### config.mk
export PLATFORM = sky130hd
export DESIGN_NAME = sha1_wb_loader_flat
export DESIGN_NICKNAME = d
export VERILOG_FILES = /design/src/rtl/sha1_pkg.sv /design/src/rtl/sha1_wb_loader_if.sv /design/src/rtl/sha1_wb_regif.sv /design/src/rtl/sha1_wb_loader.sv /design/src/flat_wrapper.sv
export SDC_FILE = /design/constraint.sdc
export NUM_CORES = 1
export LEC_CHECK = 0
export CORE_ASPECT_RATIO = 1.75
export CORE_MARGIN = 2
export CORE_UTILIZATION = 51
export CTS_BUF_LIST = sky130_fd_sc_hd__clkbuf_16
export CTS_CLUSTER_SIZE = 30
export DETAILED_ROUTE_END_ITERATION = 8
export PLACE_DENSITY_LB_ADDON = 0.2
export REMOVE_ABC_BUFFERS = 1
export SKIP_CTS_REPAIR_TIMING = 1
export SYNTH_ARGS = -nofsm -noshare
export SYNTH_HDL_FRONTEND = slang
export SYNTH_SLANG_ARGS = --single-unit
### constraint.sdc
create_clock -name wb_clk_i -period 5.5 [get_ports wb_clk_i]
set_input_delay 0.55 -clock wb_clk_i [delete_from_list [all_inputs] [get_ports wb_clk_i]]
set_output_delay 0.55 -clock wb_clk_i [all_outputs]
set_load 0.05 [all_outputs]
### src/rtl/sha1_pkg.sv
// Shared definitions for the SHA-1 Wishbone loader slice: register offsets,
// CTRL/STATUS bit positions, sequencer state encoding and the SHA-1 initial
// hash constants used by the round engine.
package sha1_pkg;

  // Register byte offsets inside the 256-byte window
  localparam logic [7:0] OFF_CTRL    = 8'h00;
  localparam logic [7:0] OFF_STATUS  = 8'h04;
  localparam logic [7:0] OFF_DATA    = 8'h08;
  localparam logic [7:0] OFF_DIGEST0 = 8'h10;
  localparam logic [7:0] OFF_DIGEST1 = 8'h14;
  localparam logic [7:0] OFF_DIGEST2 = 8'h18;
  localparam logic [7:0] OFF_DIGEST3 = 8'h1C;
  localparam logic [7:0] OFF_DIGEST4 = 8'h20;

  // CTRL bit positions
  localparam int CTRL_START = 0;
  localparam int CTRL_INIT  = 1;
  localparam int CTRL_CLR   = 2;

  // STATUS bit positions
  localparam int ST_BUSY    = 0;
  localparam int ST_DONE    = 1;
  localparam int ST_OVF     = 2;
  localparam int ST_ERR     = 3;
  localparam int ST_CNT_LSB = 4;

  // Sequencer states
  typedef enum logic [1:0] {
    IDLE     = 2'd0,
    STREAM   = 2'd1,
    WAIT_DIG = 2'd2
  } sha1_state_t;

  // SHA-1 initial hash values, reloaded by the engine when w_init_o is set
  localparam logic [31:0] SHA1_H0 = 32'h6745_2301;
  localparam logic [31:0] SHA1_H1 = 32'hEFCD_AB89;
  localparam logic [31:0] SHA1_H2 = 32'h98BA_DCFE;
  localparam logic [31:0] SHA1_H3 = 32'h1032_5476;
  localparam logic [31:0] SHA1_H4 = 32'hC3D2_E1F0;

  // Assemble the STATUS register image
  function automatic logic [31:0] pack_status(input logic       busy,
                                              input logic       done,
                                              input logic       ovf,
                                              input logic       err,
                                              input logic [4:0] cnt);
    pack_status = {23'd0, cnt, err, ovf, done, busy};
  endfunction

endpackage

### src/rtl/sha1_wb_loader_if.sv
// Wishbone classic slave bus bundle for the SHA-1 loader.
interface sha1_wb_loader_if;
  logic        wbs_stb_i;
  logic        wbs_cyc_i;
  logic        wbs_we_i;
  logic [3:0]  wbs_sel_i;
  logic [31:0] wbs_adr_i;
  logic [31:0] wbs_dat_i;
  logic        wbs_ack_o;
  logic [31:0] wbs_dat_o;

  modport slave (
    input  wbs_stb_i, wbs_cyc_i, wbs_we_i, wbs_sel_i, wbs_adr_i, wbs_dat_i,
    output wbs_ack_o, wbs_dat_o
  );

  modport master (
    output wbs_stb_i, wbs_cyc_i, wbs_we_i, wbs_sel_i, wbs_adr_i, wbs_dat_i,
    input  wbs_ack_o, wbs_dat_o
  );
endinterface

### src/rtl/sha1_wb_regif.sv
// Wishbone register front end: address decode, single-cycle ack, registered
// read mux, and one-cycle command strobes for the loader sequencer. Strobes
// are asserted in the same cycle as the ack.
import sha1_pkg::*;

module sha1_wb_regif #(
  parameter logic [31:0] BASE_ADDR = 32'h3000_0000
) (
  input  logic           clk,
  input  logic           rst_n,
  sha1_wb_loader_if.slave wb,
  input  logic           busy_s,
  input  logic           done_r,
  input  logic           ovf_r,
  input  logic           err_r,
  input  logic [4:0]     wr_cnt_r,
  input  logic [159:0]   digest_r,
  output logic           push_r,
  output logic [31:0]    push_data_r,
  output logic           start_r,
  output logic           init_r,
  output logic           clr_r,
  output logic           done_clr_r
);

  logic        hit_s;
  logic        access_s;
  logic        wr_s;
  logic [7:0]  off_s;
  logic [31:0] rd_data_s;
  logic        ack_r;
  logic [31:0] dat_r;
  logic        unused_sel_s;

  // Byte selects carry no meaning here: every access is a full word
  assign unused_sel_s = ^wb.wbs_sel_i;

  // Address decode and access qualification; ack blocks a second access
  always_comb begin
    hit_s    = (wb.wbs_adr_i[31:8] == BASE_ADDR[31:8]);
    off_s    = wb.wbs_adr_i[7:0];
    access_s = wb.wbs_stb_i & wb.wbs_cyc_i & hit_s & ~ack_r;
    wr_s     = access_s & wb.wbs_we_i;
  end

  // Read mux; write-only and unmapped offsets read as zero
  always_comb begin
    case (off_s)
      OFF_STATUS:  rd_data_s = pack_status(busy_s, done_r, ovf_r, err_r, wr_cnt_r);
      OFF_DIGEST0: rd_data_s = digest_r[159:128];
      OFF_DIGEST1: rd_data_s = digest_r[127:96];
      OFF_DIGEST2: rd_data_s = digest_r[95:64];
      OFF_DIGEST3: rd_data_s = digest_r[63:32];
      OFF_DIGEST4: rd_data_s = digest_r[31:0];
      default:     rd_data_s = 32'd0;
    endcase
  end

  // Ack, read data and command strobe registers
  always_ff @(posedge clk) begin
    if (!rst_n) begin
      ack_r       <= 1'b0;
      dat_r       <= 32'd0;
      push_r      <= 1'b0;
      push_data_r <= 32'd0;
      start_r     <= 1'b0;
      init_r      <= 1'b0;
      clr_r       <= 1'b0;
      done_clr_r  <= 1'b0;
    end else begin
      ack_r      <= access_s;
      dat_r      <= (access_s & ~wb.wbs_we_i) ? rd_data_s : 32'd0;
      push_r     <= wr_s & (off_s == OFF_DATA);
      start_r    <= wr_s & (off_s == OFF_CTRL) & wb.wbs_dat_i[CTRL_START];
      init_r     <= wr_s & (off_s == OFF_CTRL) & wb.wbs_dat_i[CTRL_INIT];
      clr_r      <= wr_s & (off_s == OFF_CTRL) & wb.wbs_dat_i[CTRL_CLR];
      done_clr_r <= wr_s & (off_s == OFF_STATUS) & wb.wbs_dat_i[ST_DONE];
      if (wr_s) begin
        push_data_r <= wb.wbs_dat_i;
      end
    end
  end

  assign wb.wbs_ack_o = ack_r;
  assign wb.wbs_dat_o = dat_r;

endmodule

### src/rtl/sha1_wb_loader.sv
// SHA-1 Wishbone loader: buffers one 16-word message block written by
// firmware, streams it to the round engine over valid/ready, and captures the
// returned 160-bit digest for readback.
// Build option: define SHA1_LOADER_IRQ_EN to get a registered done interrupt
// on irq_o; otherwise irq_o is tied low and done is polled through STATUS.
import sha1_pkg::*;

module sha1_wb_loader #(
  parameter logic [31:0] BASE_ADDR = 32'h3000_0000,
  parameter int          NWORDS    = 16
) (
  input  logic            wb_clk_i,
  input  logic            wb_rst_i,
  sha1_wb_loader_if.slave wb,
  output logic            w_valid_o,
  input  logic            w_ready_i,
  output logic [31:0]     w_data_o,
  output logic            w_last_o,
  output logic            w_init_o,
  input  logic            digest_valid_i,
  input  logic [159:0]    digest_i,
  output logic            irq_o
);

  localparam int CNT_W = $clog2(NWORDS + 1);
  localparam int IDX_W = $clog2(NWORDS);
  localparam logic [CNT_W-1:0] FULL_CNT = CNT_W'(NWORDS);
  localparam logic [IDX_W-1:0] LAST_IDX = IDX_W'(NWORDS - 1);

  sha1_state_t       state_r;
  logic [IDX_W-1:0]  idx_r;
  logic [CNT_W-1:0]  wr_cnt_r;
  logic [31:0]       buf_r [NWORDS];
  logic              w_valid_r;
  logic [31:0]       w_data_r;
  logic              w_last_r;
  logic              w_init_r;
  logic              done_r;
  logic              ovf_r;
  logic              err_r;
  logic [159:0]      digest_r;

  logic              push_s;
  logic [31:0]       push_data_s;
  logic              start_s;
  logic              init_s;
  logic              clr_s;
  logic              done_clr_s;
  logic              busy_s;
  logic              full_s;
  logic              hs_s;
  logic              done_evt_s;
  logic [IDX_W-1:0]  idx_nxt_s;

  sha1_wb_regif #(.BASE_ADDR(BASE_ADDR)) u_regif (
    .clk         (wb_clk_i),
    .rst_n       (wb_rst_i),
    .wb          (wb),
    .busy_s      (busy_s),
    .done_r      (done_r),
    .ovf_r       (ovf_r),
    .err_r       (err_r),
    .wr_cnt_r    (wr_cnt_r),
    .digest_r    (digest_r),
    .push_r      (push_s),
    .push_data_r (push_data_s),
    .start_r     (start_s),
    .init_r      (init_s),
    .clr_r       (clr_s),
    .done_clr_r  (done_clr_s)
  );

  // Sequencer status terms
  always_comb begin
    busy_s     = (state_r != IDLE);
    full_s     = (wr_cnt_r == FULL_CNT);
    hs_s       = w_valid_r & w_ready_i;
    done_evt_s = (state_r == WAIT_DIG) & digest_valid_i;
    idx_nxt_s  = idx_r + IDX_W'(1);
  end

  // Block buffer, word sequencer FSM, sticky flags and digest capture
  always_ff @(posedge wb_clk_i) begin
    if (!wb_rst_i) begin
      state_r   <= IDLE;
      idx_r     <= '0;
      wr_cnt_r  <= '0;
      w_valid_r <= 1'b0;
      w_data_r  <= 32'd0;
      w_last_r  <= 1'b0;
      w_init_r  <= 1'b0;
      done_r    <= 1'b0;
      ovf_r     <= 1'b0;
      err_r     <= 1'b0;
      digest_r  <= 160'd0;
    end else begin
      // Word pushes are only accepted while idle and not full
      if (push_s) begin
        if ((state_r == IDLE) && !full_s) begin
          buf_r[wr_cnt_r[IDX_W-1:0]] <= push_data_s;
          wr_cnt_r                   <= wr_cnt_r + CNT_W'(1);
        end else begin
          ovf_r <= 1'b1;
        end
      end

      if (done_clr_s) begin
        done_r <= 1'b0;
      end

      case (state_r)
        IDLE: begin
          if (start_s && !clr_s) begin
            if (full_s) begin
              w_init_r  <= init_s;
              idx_r     <= '0;
              w_valid_r <= 1'b1;
              w_data_r  <= buf_r[0];
              w_last_r  <= (LAST_IDX == '0);
              state_r   <= STREAM;
            end else begin
              err_r <= 1'b1;
            end
          end
        end
        STREAM: begin
          if (start_s) begin
            err_r <= 1'b1;
          end
          // Data and valid only move on a completed handshake
          if (hs_s) begin
            if (idx_r == LAST_IDX) begin
              w_valid_r <= 1'b0;
              w_last_r  <= 1'b0;
              state_r   <= WAIT_DIG;
            end else begin
              idx_r    <= idx_nxt_s;
              w_data_r <= buf_r[idx_nxt_s];
              w_last_r <= (idx_nxt_s == LAST_IDX);
            end
          end
        end
        WAIT_DIG: begin
          if (start_s) begin
            err_r <= 1'b1;
          end
          if (digest_valid_i) begin
            digest_r <= digest_i;
            done_r   <= 1'b1;
            wr_cnt_r <= '0;
            w_init_r <= 1'b0;
            state_r  <= IDLE;
          end
        end
        default: begin
          w_valid_r <= 1'b0;
          w_last_r  <= 1'b0;
          state_r   <= IDLE;
        end
      endcase

      // CLR overrides every other flag and counter update in the same cycle
      if (clr_s) begin
        wr_cnt_r <= '0;
        done_r   <= 1'b0;
        ovf_r    <= 1'b0;
        err_r    <= 1'b0;
      end
    end
  end

  assign w_valid_o = w_valid_r;
  assign w_data_o  = w_data_r;
  assign w_last_o  = w_last_r;
  assign w_init_o  = w_init_r;

`ifdef SHA1_LOADER_IRQ_EN
  logic irq_r;

  // Done interrupt level: set with done, cleared by the STATUS done write-1
  always_ff @(posedge wb_clk_i) begin
    if (!wb_rst_i) begin
      irq_r <= 1'b0;
    end else if (done_evt_s) begin
      irq_r <= 1'b1;
    end else if (done_clr_s) begin
      irq_r <= 1'b0;
    end else begin
      irq_r <= irq_r;
    end
  end

  assign irq_o = irq_r;
`else
  logic unused_done_evt_s;

  assign unused_done_evt_s = done_evt_s;
  assign irq_o             = 1'b0;
`endif

endmodule

### src/flat_wrapper.sv
// flat-port wrapper written by rule: the top's interface ports become plain ports
module sha1_wb_loader_flat 
#(
  parameter logic [31:0] BASE_ADDR = 32'h3000_0000,
  parameter int          NWORDS    = 16
)
  (wb_clk_i, wb_rst_i, w_valid_o, w_ready_i, w_data_o, w_last_o, w_init_o, digest_valid_i, digest_i, irq_o, wb_wbs_stb_i, wb_wbs_cyc_i, wb_wbs_we_i, wb_wbs_sel_i, wb_wbs_adr_i, wb_wbs_dat_i, wb_wbs_ack_o, wb_wbs_dat_o);
  sha1_wb_loader_if wb_i ();
  input  logic wb_clk_i;
  input  logic wb_rst_i;
  output logic w_valid_o;
  input  logic w_ready_i;
  output logic [31:0] w_data_o;
  output logic w_last_o;
  output logic w_init_o;
  input  logic digest_valid_i;
  input  logic [159:0] digest_i;
  output logic irq_o;
  input wire logic [$bits(wb_i.wbs_stb_i)-1:0] wb_wbs_stb_i;
  input wire logic [$bits(wb_i.wbs_cyc_i)-1:0] wb_wbs_cyc_i;
  input wire logic [$bits(wb_i.wbs_we_i)-1:0] wb_wbs_we_i;
  input wire logic [$bits(wb_i.wbs_sel_i)-1:0] wb_wbs_sel_i;
  input wire logic [$bits(wb_i.wbs_adr_i)-1:0] wb_wbs_adr_i;
  input wire logic [$bits(wb_i.wbs_dat_i)-1:0] wb_wbs_dat_i;
  output wire logic [$bits(wb_i.wbs_ack_o)-1:0] wb_wbs_ack_o;
  output wire logic [$bits(wb_i.wbs_dat_o)-1:0] wb_wbs_dat_o;
  assign wb_i.wbs_stb_i = wb_wbs_stb_i;
  assign wb_i.wbs_cyc_i = wb_wbs_cyc_i;
  assign wb_i.wbs_we_i = wb_wbs_we_i;
  assign wb_i.wbs_sel_i = wb_wbs_sel_i;
  assign wb_i.wbs_adr_i = wb_wbs_adr_i;
  assign wb_i.wbs_dat_i = wb_wbs_dat_i;
  assign wb_wbs_ack_o = wb_i.wbs_ack_o;
  assign wb_wbs_dat_o = wb_i.wbs_dat_o;
  sha1_wb_loader #(.BASE_ADDR(BASE_ADDR), .NWORDS(NWORDS)) u_core (.wb_clk_i(wb_clk_i), .wb_rst_i(wb_rst_i), .wb(wb_i), .w_valid_o(w_valid_o), .w_ready_i(w_ready_i), .w_data_o(w_data_o), .w_last_o(w_last_o), .w_init_o(w_init_o), .digest_valid_i(digest_valid_i), .digest_i(digest_i), .irq_o(irq_o));
endmodule
* After elaboration in Yosys (flattened, before gate mapping)
Memory sizes are Yosys's and may differ from the RTL's.
Index checks and enable logic that the tools add are counted.
** Word-level totals
- Output and inout port bits :: 69
- Memories :: 1
- Bits of input ports :: 235
- RAM bits :: 512
- Logic and storage cells :: 128
- Flip-flop bits (word level) :: 279
** Cells by class
- Muxes and demuxes :: 46
- Equal/unequal tests :: 21
- Reductions and logical operators :: 21
- Bitwise operators :: 18
- $add $sub $neg :: 2
** Memory list
- u_core.buf_r :: depth 16, bits a word 32, read ports 2, clocked after Yosys merged registers in 0, write ports 1, line sha1_wb_loader.sv:33 : logic [31:0] buf_r [NWORDS];
** Operator list (number)
- $pmux 32 s6 :: 1
- $mux 32 :: 4
- $pmux 32 s2 :: 1
- $eq 8x5->1 const B :: 4
- $eq 24x22->1 const B :: 1
- $mux 1 :: 21
- $mux 5 :: 4
- $mux 4 :: 4
- $reduce_and 5->1 :: 3
- $and 1x1->1 :: 13
- $reduce_and 4->1 :: 3
- $mux 2 :: 5
- $eq 4x4->1 const B :: 2
- $eq 8x3->1 const B :: 1
- $eq 8x4->1 const B :: 1
- $eq 8x6->1 const B :: 1
- $logic_not 8->1 :: 1
- $ne 2x1->1 const B :: 4
- $ne 2x2->1 const B :: 4
- $pmux 4 s2 :: 1
- $reduce_bool 2->1 :: 4
- $pmux 1 s3 :: 2
- $pmux 2 s3 :: 1
- $reduce_and 2->1 :: 3
- other kinds (11) :: 19

* Logic depth before layout (Yosys ltp)
Gate-level depths: netlist (run 1).
- Depth after elaboration :: 7
- Mapped depth :: 11
- Depth with buffers taken out :: 7

* Hierarchy
A second synthesis (run 1) with hierarchy kept.
** Second synthesis, totals
- Cells, all modules :: 2181
- Area, all modules :: 30938.4 µm²
** By module, submodules not included
- sha1_wb_loader :: cells each 1791, instances 1, area an instance 27350.0 µm²
- sha1_wb_regif :: cells each 390, instances 1, area an instance 3588.4 µm²

* Worst setup path before layout (run 1)
No wires, ideal clock.
- Path kind :: flip-flop to flip-flop
- Start point :: reg u_core.wr_cnt_r[0]
- End point :: mem u_core.buf_r[0][0] (enable)
- Stages on the path, launching flop included :: 8
- Path slack :: 1.429 ns
- Buffers on the path :: 1
- Clock period less this slack :: 4.071 ns
- Arrival :: 3.610 ns
- Required time :: 5.039 ns
- Cells stage by stage :: dfxtp_1 -> inv_1 -> ha_1 -> nand4bb_2 -> and3_1 -> clkbuf_1 -> nand3_1 -> nor3_1
** Between the ends
- Longest elaborated chain between the ends :: 7
** Ends and longest elaborated chain
- start, declared :: line sha1_wb_loader.sv:32 : logic [CNT_W-1:0] wr_cnt_r;
- start signal, assigned :: line sha1_wb_loader.sv:101 : wr_cnt_r <= wr_cnt_r + CNT_W'(1);
- $eq 5x5->1 :: line sha1_wb_loader.sv:76 : full_s = (wr_cnt_r == FULL_CNT);
- $logic_not 1->1 :: line sha1_wb_loader.sv:99 : if ((state_r == IDLE) && !full_s) begin
- $logic_and 1x1->1 :: line sha1_wb_loader.sv:99
- $mux 1 :: line sha1_wb_loader.sv:99
- $mux 1 :: line sha1_wb_loader.sv:98 : if (push_s) begin
- $mux 1 :: line sha1_wb_loader.sv:84 : if (!wb_rst_i) begin
- $mux 1 (not written as such) :: line sha1_wb_loader.sv:100 : buf_r[wr_cnt_r[IDX_W-1:0]] <= push_data_s;
- end, declared :: line sha1_wb_loader.sv:33
Parallel ways exist; a longest one is shown, timed or not.

* Worst setup path after layout (run 1)
- Start point :: reg u_core.idx_r[0]
- End point :: reg u_core.w_data_r[27], in the netlist u_core.w_data_o[27]
** Between the ends
- Longest elaborated chain between the ends :: 5
** Ends and longest elaborated chain
- start, declared :: line sha1_wb_loader.sv:31 : logic [IDX_W-1:0] idx_r;
- start signal, assigned :: line sha1_wb_loader.sv:137 : idx_r <= idx_nxt_s;
- $add 4x1->4 :: line sha1_wb_loader.sv:79 : idx_nxt_s = idx_r + IDX_W'(1);
- $mem_v2 16x32
- $mux 32 :: line sha1_wb_loader.sv:132 : if (idx_r == LAST_IDX) begin
- $mux 32 :: line sha1_wb_loader.sv:131 : if (hs_s) begin
- $pmux 32 s2 :: line sha1_wb_loader.sv:111 : case (state_r)
- end signal, assigned :: line sha1_wb_loader.sv:118 : w_data_r <= buf_r[0];
- end signal, assigned :: line sha1_wb_loader.sv:138 : w_data_r <= buf_r[idx_nxt_s];
- end, declared :: line sha1_wb_loader.sv:35 : logic [31:0] w_data_r;
Parallel ways exist; a longest one is shown, timed or not. The select of a mux whose other input is x is not followed.
A chain may end at the register's enable or synchronous reset.

==> flow_summary.toml, run 1 <==
[run_status]
status = "completed"

[global_routing]
grt_pass1_vias = 18990
grt_max_degree = 109
gr-total-overflow = 0
grt_pass1_wl_mm = 109.5
grt_util_all_layers = 0.2360
antenna_found_initial = 0

[worst_setup_path]
reg2regPathDepth = 7
crit_path_max_fanout = 36
crit_required_ns = 5.94
worstPathArrival_ns = 4.03
rrSetupSlack_ns = 1.91
critPathKind = "reg2reg"
r2r_end = "u_core.w_data_o[27]$_SDFFE_PN0P_"
endpoint_kind = "flop"
r2r_start = "u_core.idx_r[0]$_SDFFE_PN0P_"
startpoint_type = "flop"

[yosys]
ys_ff_latch = 791
postSynthCellCount = 2033
synthTopCellsByArea = "edfxtp_1 (51%), dfxtp_1 (18%), mux4_2 (9.5%)"
synth_warnings = 0
synthAdderAreaFrac = 0.003715
synth.area.mux_share = 0.1321
synth-edff-count = 512
synth.cell_area_um2 = 30310
netlist.area_leader.share = 0.5072
synth-seq-area-share = 0.6914
synthArstFlopShare = 0
synth_common_cells = "edfxtp_1 (512), nand2_1 (334), dfxtp_1 (279)"
synth-compound-area-share = 0.07929
yosysMostFrequentCell = "edfxtp_1"
ys_types = 57
avgSynthCellArea_um2 = 14.91
yosysTopAreaCell = "edfxtp_1"
ys.flop_type = "edfxtp_1"
synth_xor_xnor_area_share = 0.001445
synth_top_family_by_area = "multiplexers"
yosys.area_share.simple = 0.06464

[floorplan]
placementRows = 118
start_util = 0.5146
die_y_um = 326.5
core_area_um2 = 58910
die-area_um2 = 61480
die_w_um = 188.3
io_pins = 304

[sta]
final.setup.worst_slack_ns = 1.913
grt_setup_unrepaired = "no"
final-hold-violation-count = 0
slew-limit-headroom = 0.2547
min_period_over_period = 0.6522
setup_viol = 0
skew_ns = 0.02550
drv_slew = 0
fmax_mhz = 278.8
tightest_slew_ns = 1.118
min_period_ns = 3.587

[power]
p_leak_nw = 12.04
power_density_nw_per_um2 = 309.0
vdd_drop_max_mv = 0.2307

[layout]
fin_util = 0.6141
drive_gt1_frac = 0.1626
num_antenna_cells = 0
fin_nets = 2543
syn_to_final_growth_pct = 19.34

[route]
first_iter_violations = 1725
vias = 18190
postRouteAntennaNets = 0
post_drt_wl_per_cell_um = 23.08
wirelength_mm = 72.35
drc = 0
dr.pass1.iters = 8
vias_per_cell = 5.801

[clocking]
clock_path_buffers = 3
clkTransAtPathRegs_ns = 0.07
clock_sinks = 791
clkLatencyLatePin_ns = 0.60
h-tree-depth = 3
cts_tree = "yes"
cts_buffers = 71
root_buffer = "clkbuf_16"

[min_path]
min_from = "wb_rst_i"
whs_path_depth = 3
min_to = "u_core.w_data_o[16]$_SDFFE_PN0P_"
hold_class = "in2reg"

[place]
place_congestion = 0.8170
place_worst_setup_slack_ns = 1.907
io_buffer_count = 298
hpwl_mm = 42.66

[run]
maxCapViolCount = 0
## cells by family (layout without fill, tap and decap cells)
group                      after synthesis  count (layout)
DFF                                    791             791
buffers and inverters                  158             480
adders and majority gates                9               9
xor gates and xnor gates                 5               5
AOI/OAI and AO/OA                      378             378
other                                    1               1
and+or+nand+nor                        459             459
muxes                                  232             232
## layer usage
metal / vias up / part of all wire / global-route usage
met5: - / 0 / 0
met4: 0 / 0.026 / 0.08390
met3: 116 / 0.077 / 0.05060
met2: 742 / 0.53 / 0.4240
met1: 9058 / 0.37 / 0.2792
li1: 8270 / - / -
## sequential cells by signal (all words and copies together), names as in the netlist, 2 cells and up
register and flops:
u_core.buf_r 512, u_core.digest_r 160, u_core.u_regif.push_data_r 32, u_core.u_regif.wb.wbs_dat_o 32, u_core.w_data_o 32, u_core.wr_cnt_r 5
u_core.idx_r 4, u_core.state_r 2
## how the worst max path moves through the flow
stage	from	endpoint	slack, ns	cells after the start
finish	u_core.idx_r[0]$_SDFFE_PN0P_	u_core.w_data_o[27]$_SDFFE_PN0P_	1.91	7
global route	u_core.idx_r[0]$_SDFFE_PN0P_	u_core.w_data_o[27]$_SDFFE_PN0P_	1.76	7
CTS	u_core.idx_r[0]$_SDFFE_PN0P_	u_core.w_data_o[27]$_SDFFE_PN0P_	1.88	7
detailed placement	u_core.idx_r[0]$_SDFFE_PN0P_	u_core.w_data_o[27]$_SDFFE_PN0P_	1.91	7
global placement	u_core.idx_r[0]$_SDFFE_PN0P_	u_core.w_data_o[27]$_SDFFE_PN0P_	1.88	7
floorplan	u_core.idx_r[0]$_SDFFE_PN0P_	u_core.w_data_o[0]$_SDFFE_PN0P_	-4.36	5
## metrics by stage
stage                     TNS [ns]  std cells  power [mW]  instance area (um2)  hold WS, ns
after global placement           0       3006       6.596                33990       0.4414
after global routing             0       3135       11.49                36180       0.4252
after detailed placement         0       3006       6.596                33990       0.4460
after CTS                        0       3135       11.27                36180       0.4052
final                            0       3135       11.18                36180       0.4447
after floorplan            -158.08       1888       6.401                29540       0.4357
## critical path, cell delays in order (launching register included)
cell and delay (ns):
dfxtp_4 0.66, inv_1 0.17, ha_4 0.65, buf_4 0.57, mux4_2 0.38, mux2_2 0.28
a222oi_1 0.54, a21oi_1 0.14
## power breakdown
part,switching [mW],total [mW],internal (mW)
Clock,2.11,4.71,2.60
Sequential,0.0000000100,6.24,6.24
Combinational,0.0739,0.223,0.149
Total,2.18,11.2,8.99
## cell type report
cell class                      count  area [um2]
Clock inverter                     56       361.6
Multi-Input combinational cell   1084        8691
Clock buffer                       73        1827
Inverter                           13       53.80
Fill cell                        4468       22730
Tap cell                          780       975.9
Sequential cell                   791       20960
Timing Repair Buffer              338        3303
## layout by cell type (no fill, tap or decap), types with 5 or more instances in the layout
cell type        Yosys  routed
and2_1              10       8
a22o_1               8       8
mux2_2              64      64
clkinv_1             1      15
a31oi_1              9       9
clkbuf_16            0      73
inv_1               12      29
a222oi_1            55      55
nand3_1              8       8
a21oi_1            204     204
nor2_1              61      48
dfxtp_1            279     278
inv_6                0       5
nor2_4               0      12
edfxtp_1           512     512
a22oi_1             42      42
clkdlybuf4s50_1      0     297
buf_4                4      38
mux2i_1             40      40
mux4_2             128     128
ha_1                 9       8
nand2_1            334     333
nor4_1               5       5
clkinv_2             0      12
o21ai_0             36      36
a21oi_2             20      20
Note: power is estimated with default switching activity, not from simulation.
==> run 2, diff against run 1 <==
==> constraint.sdc (replaced) <==
create_clock -name wb_clk_i -period 3.1 [get_ports wb_clk_i]
set_input_delay 0.31 -clock wb_clk_i [delete_from_list [all_inputs] [get_ports wb_clk_i]]
set_output_delay 0.31 -clock wb_clk_i [all_outputs]
set_load 0.05 [all_outputs]
==> run 2 against run 1 <==
Global-route usage grew 0.18 points. Critical path depth stayed put. Via count rose by 1.7%. Largest cell class unchanged.
==> flow_summary.toml, run 2 (same netlist as run 1, synthesis figures left out) <==
[run_status]
status = "completed"

[floorplan]
placementRows = 118
io_pins = 304
die-area_um2 = 61480
start_util = 0.5146
die_y_um = 326.5
die_w_um = 188.3
core_area_um2 = 58910

[place]
hpwl_mm = 43.42
placed_area_um2 = 34590
post-place-cells = 3037
io_buffer_count = 298
place_worst_setup_slack_ns = 0.2281
place_congestion = 0.8074

[worst_setup_path]
worstPathArrival_ns = 3.22
critPathLaunch = "u_core.idx_r[0]$_SDFFE_PN0P_"
startpoint_type = "flop"
reg2regPathDepth = 7
critPathCapture = "u_core.w_data_o[25]$_SDFFE_PN0P_"
endpoint_kind = "flop"
critPathKind = "reg2reg"
cp_num_buf_inv = 2
slowest_stage = "dfxtp_4"
cp_top_family = "multiplexers"
crit_path_max_fanout = 42
rrSetupSlack_ns = 0.34
max_stage_delay_ns = 0.47
r2r_start = "u_core.idx_r[0]$_SDFFE_PN0P_"
crit_required_ns = 3.56
crit_cells = 7
cp_cell_sequence = "inv_1, ha_4, buf_12, mux4_2, mux2_2, a222oi_1, a21oi_1"
r2r_end = "u_core.w_data_o[25]$_SDFFE_PN0P_"

[layout]
instances_no_fill = 3161
final_common_cell = "edfxtp_1"
num_antenna_cells = 0
fin_nets = 2572
largest_reg_flops = 512
final_cell_area_um2 = 36790
mostFrequentLayoutCells = "edfxtp_1 (512), nand2_1 (333), clkdlybuf4s50_1 (297), dfxtp_1 (278), a21oi_1 (204)"
syn_to_final_growth_pct = 21.36
drive_gt1_frac = 0.1697
n_fill_cell = 4335

[clocking]
root_buffer = "clkbuf_16"
cts_buffers = 69
clock_path_buffers = 3
clkLatencyLatePin_ns = 0.60
cts_tree = "yes"
clkTransAtPathRegs_ns = 0.06
clock_sinks = 791
h-tree-depth = 3

[sta]
drv_slew = 0
fin_setup_tns_ns = 0
slew-limit-headroom = 0.2791
final-hold-violation-count = 0
fmax_mhz = 362.1
setup_viol = 0
min_period_over_period = 0.8908
tightest_slew_ns = 1.081
final.setup.worst_slack_ns = 0.3386
min_period_ns = 2.761
skew_ns = 0.01549
grt_setup_unrepaired = "no"

[global_routing]
grt_util_all_layers = 0.2378
grt_pass1_wl_mm = 110.3
gr-total-overflow = 0
grt_max_degree = 202
grt_pass1_vias = 18880
antenna_found_initial = 1

[route]
wirelength_mm = 73.08
dr.pass1.iters = 6
vias_per_cell = 5.852
vias = 18500
post_drt_wl_per_cell_um = 23.12
drc = 0
postRouteAntennaNets = 0
first_iter_violations = 1747

[power]
p_leak_nw = 12.32
p_total_mw = 19.89
power_density_nw_per_um2 = 540.7
vdd_drop_max_mv = 0.4160

[min_path]
hold_class = "in2reg"

[run]
maxCapViolCount = 0
==> run 2: cell types whose count changed in the layout (fill, tap and decap cells not counted) <==
| cell | previous run | this run |
|---|---|---|
| and4_1 | 1 | 3 |
| and2_1 | 8 | 9 |
| bufinv_16 | 4 | 6 |
| inv_4 | 0 | 2 |
| inv_2 | 1 | 0 |
| clkinvlp_4 | 3 | 0 |
| clkinv_1 | 15 | 13 |
| buf_12 | 2 | 32 |
| inv_6 | 5 | 2 |
| clkinv_2 | 12 | 8 |
| inv_1 | 29 | 33 |
| buf_4 | 38 | 39 |
| and4_2 | 2 | 0 |
| and2_2 | 1 | 0 |
==> run 2: how the worst min path moves through the flow <==
| stage | startpoint | end | depth (start not counted) |
|---|---|---|---|
| 6_report | wb_rst_i | u_core.w_data_o[15]$_SDFFE_PN0P_ | 3 |
| 5_1_grt | wb_rst_i | u_core.w_data_o[6]$_SDFFE_PN0P_ | 3 |
| 4_1_cts | wb_rst_i | u_core.w_data_o[15]$_SDFFE_PN0P_ | 3 |
| 3_5_place_dp | u_core.digest_r[92]$_SDFFE_PN0P_ | u_core.digest_r[92]$_SDFFE_PN0P_ | 2 |
| 3_3_place_gp | u_core.digest_r[124]$_SDFFE_PN0P_ | u_core.digest_r[124]$_SDFFE_PN0P_ | 2 |
| 2_1_floorplan | wb_wbs_adr_i[2] | u_core.u_regif.push_r$_SDFF_PN0_ | 1 |
==> run 2: cell type report <==
class	count	area (um2)	share of cell area
Multi-Input combinational cell	1084	8687	0.2361
Timing Repair Buffer	369	3911	0.1063
Inverter	13	53.80	0.001462
Sequential cell	791	20960	0.5699
Clock buffer	73	1827	0.04966
Tap cell	780	975.9	0.02653
Clock inverter	51	369.1	0.01003
==> run 2: power breakdown <==
part / switching [mW] / internal [mW]
Clock: 3.67 / 4.75
Combinational: 0.131 / 0.268
Sequential: 0.0000000179 / 11.1
==> run 2: layer usage <==
layer  up-vias  global-route usage  wire [um]
met3       134             0.05049       5850
li1       8324                   -          -
met4         2             0.08933       2204
met2       787              0.4242      38240
met1      9251              0.2822      26770
met5         -                   0         14
==> run 2: worst min-delay path, delay by kind of cell <==
family	cells	cell delay (ns)
compound gates	2	0.18
buf+inv	1	0.23
==> run 2: stage by stage <==
stage               hold WS, ns    util
finish                   0.1810  0.6245
detailed placement       0.4462  0.5872
CTS                      0.1722  0.6245
global placement         0.4424  0.5872
floorplan                0.3879       -
global route             0.2038  0.6245
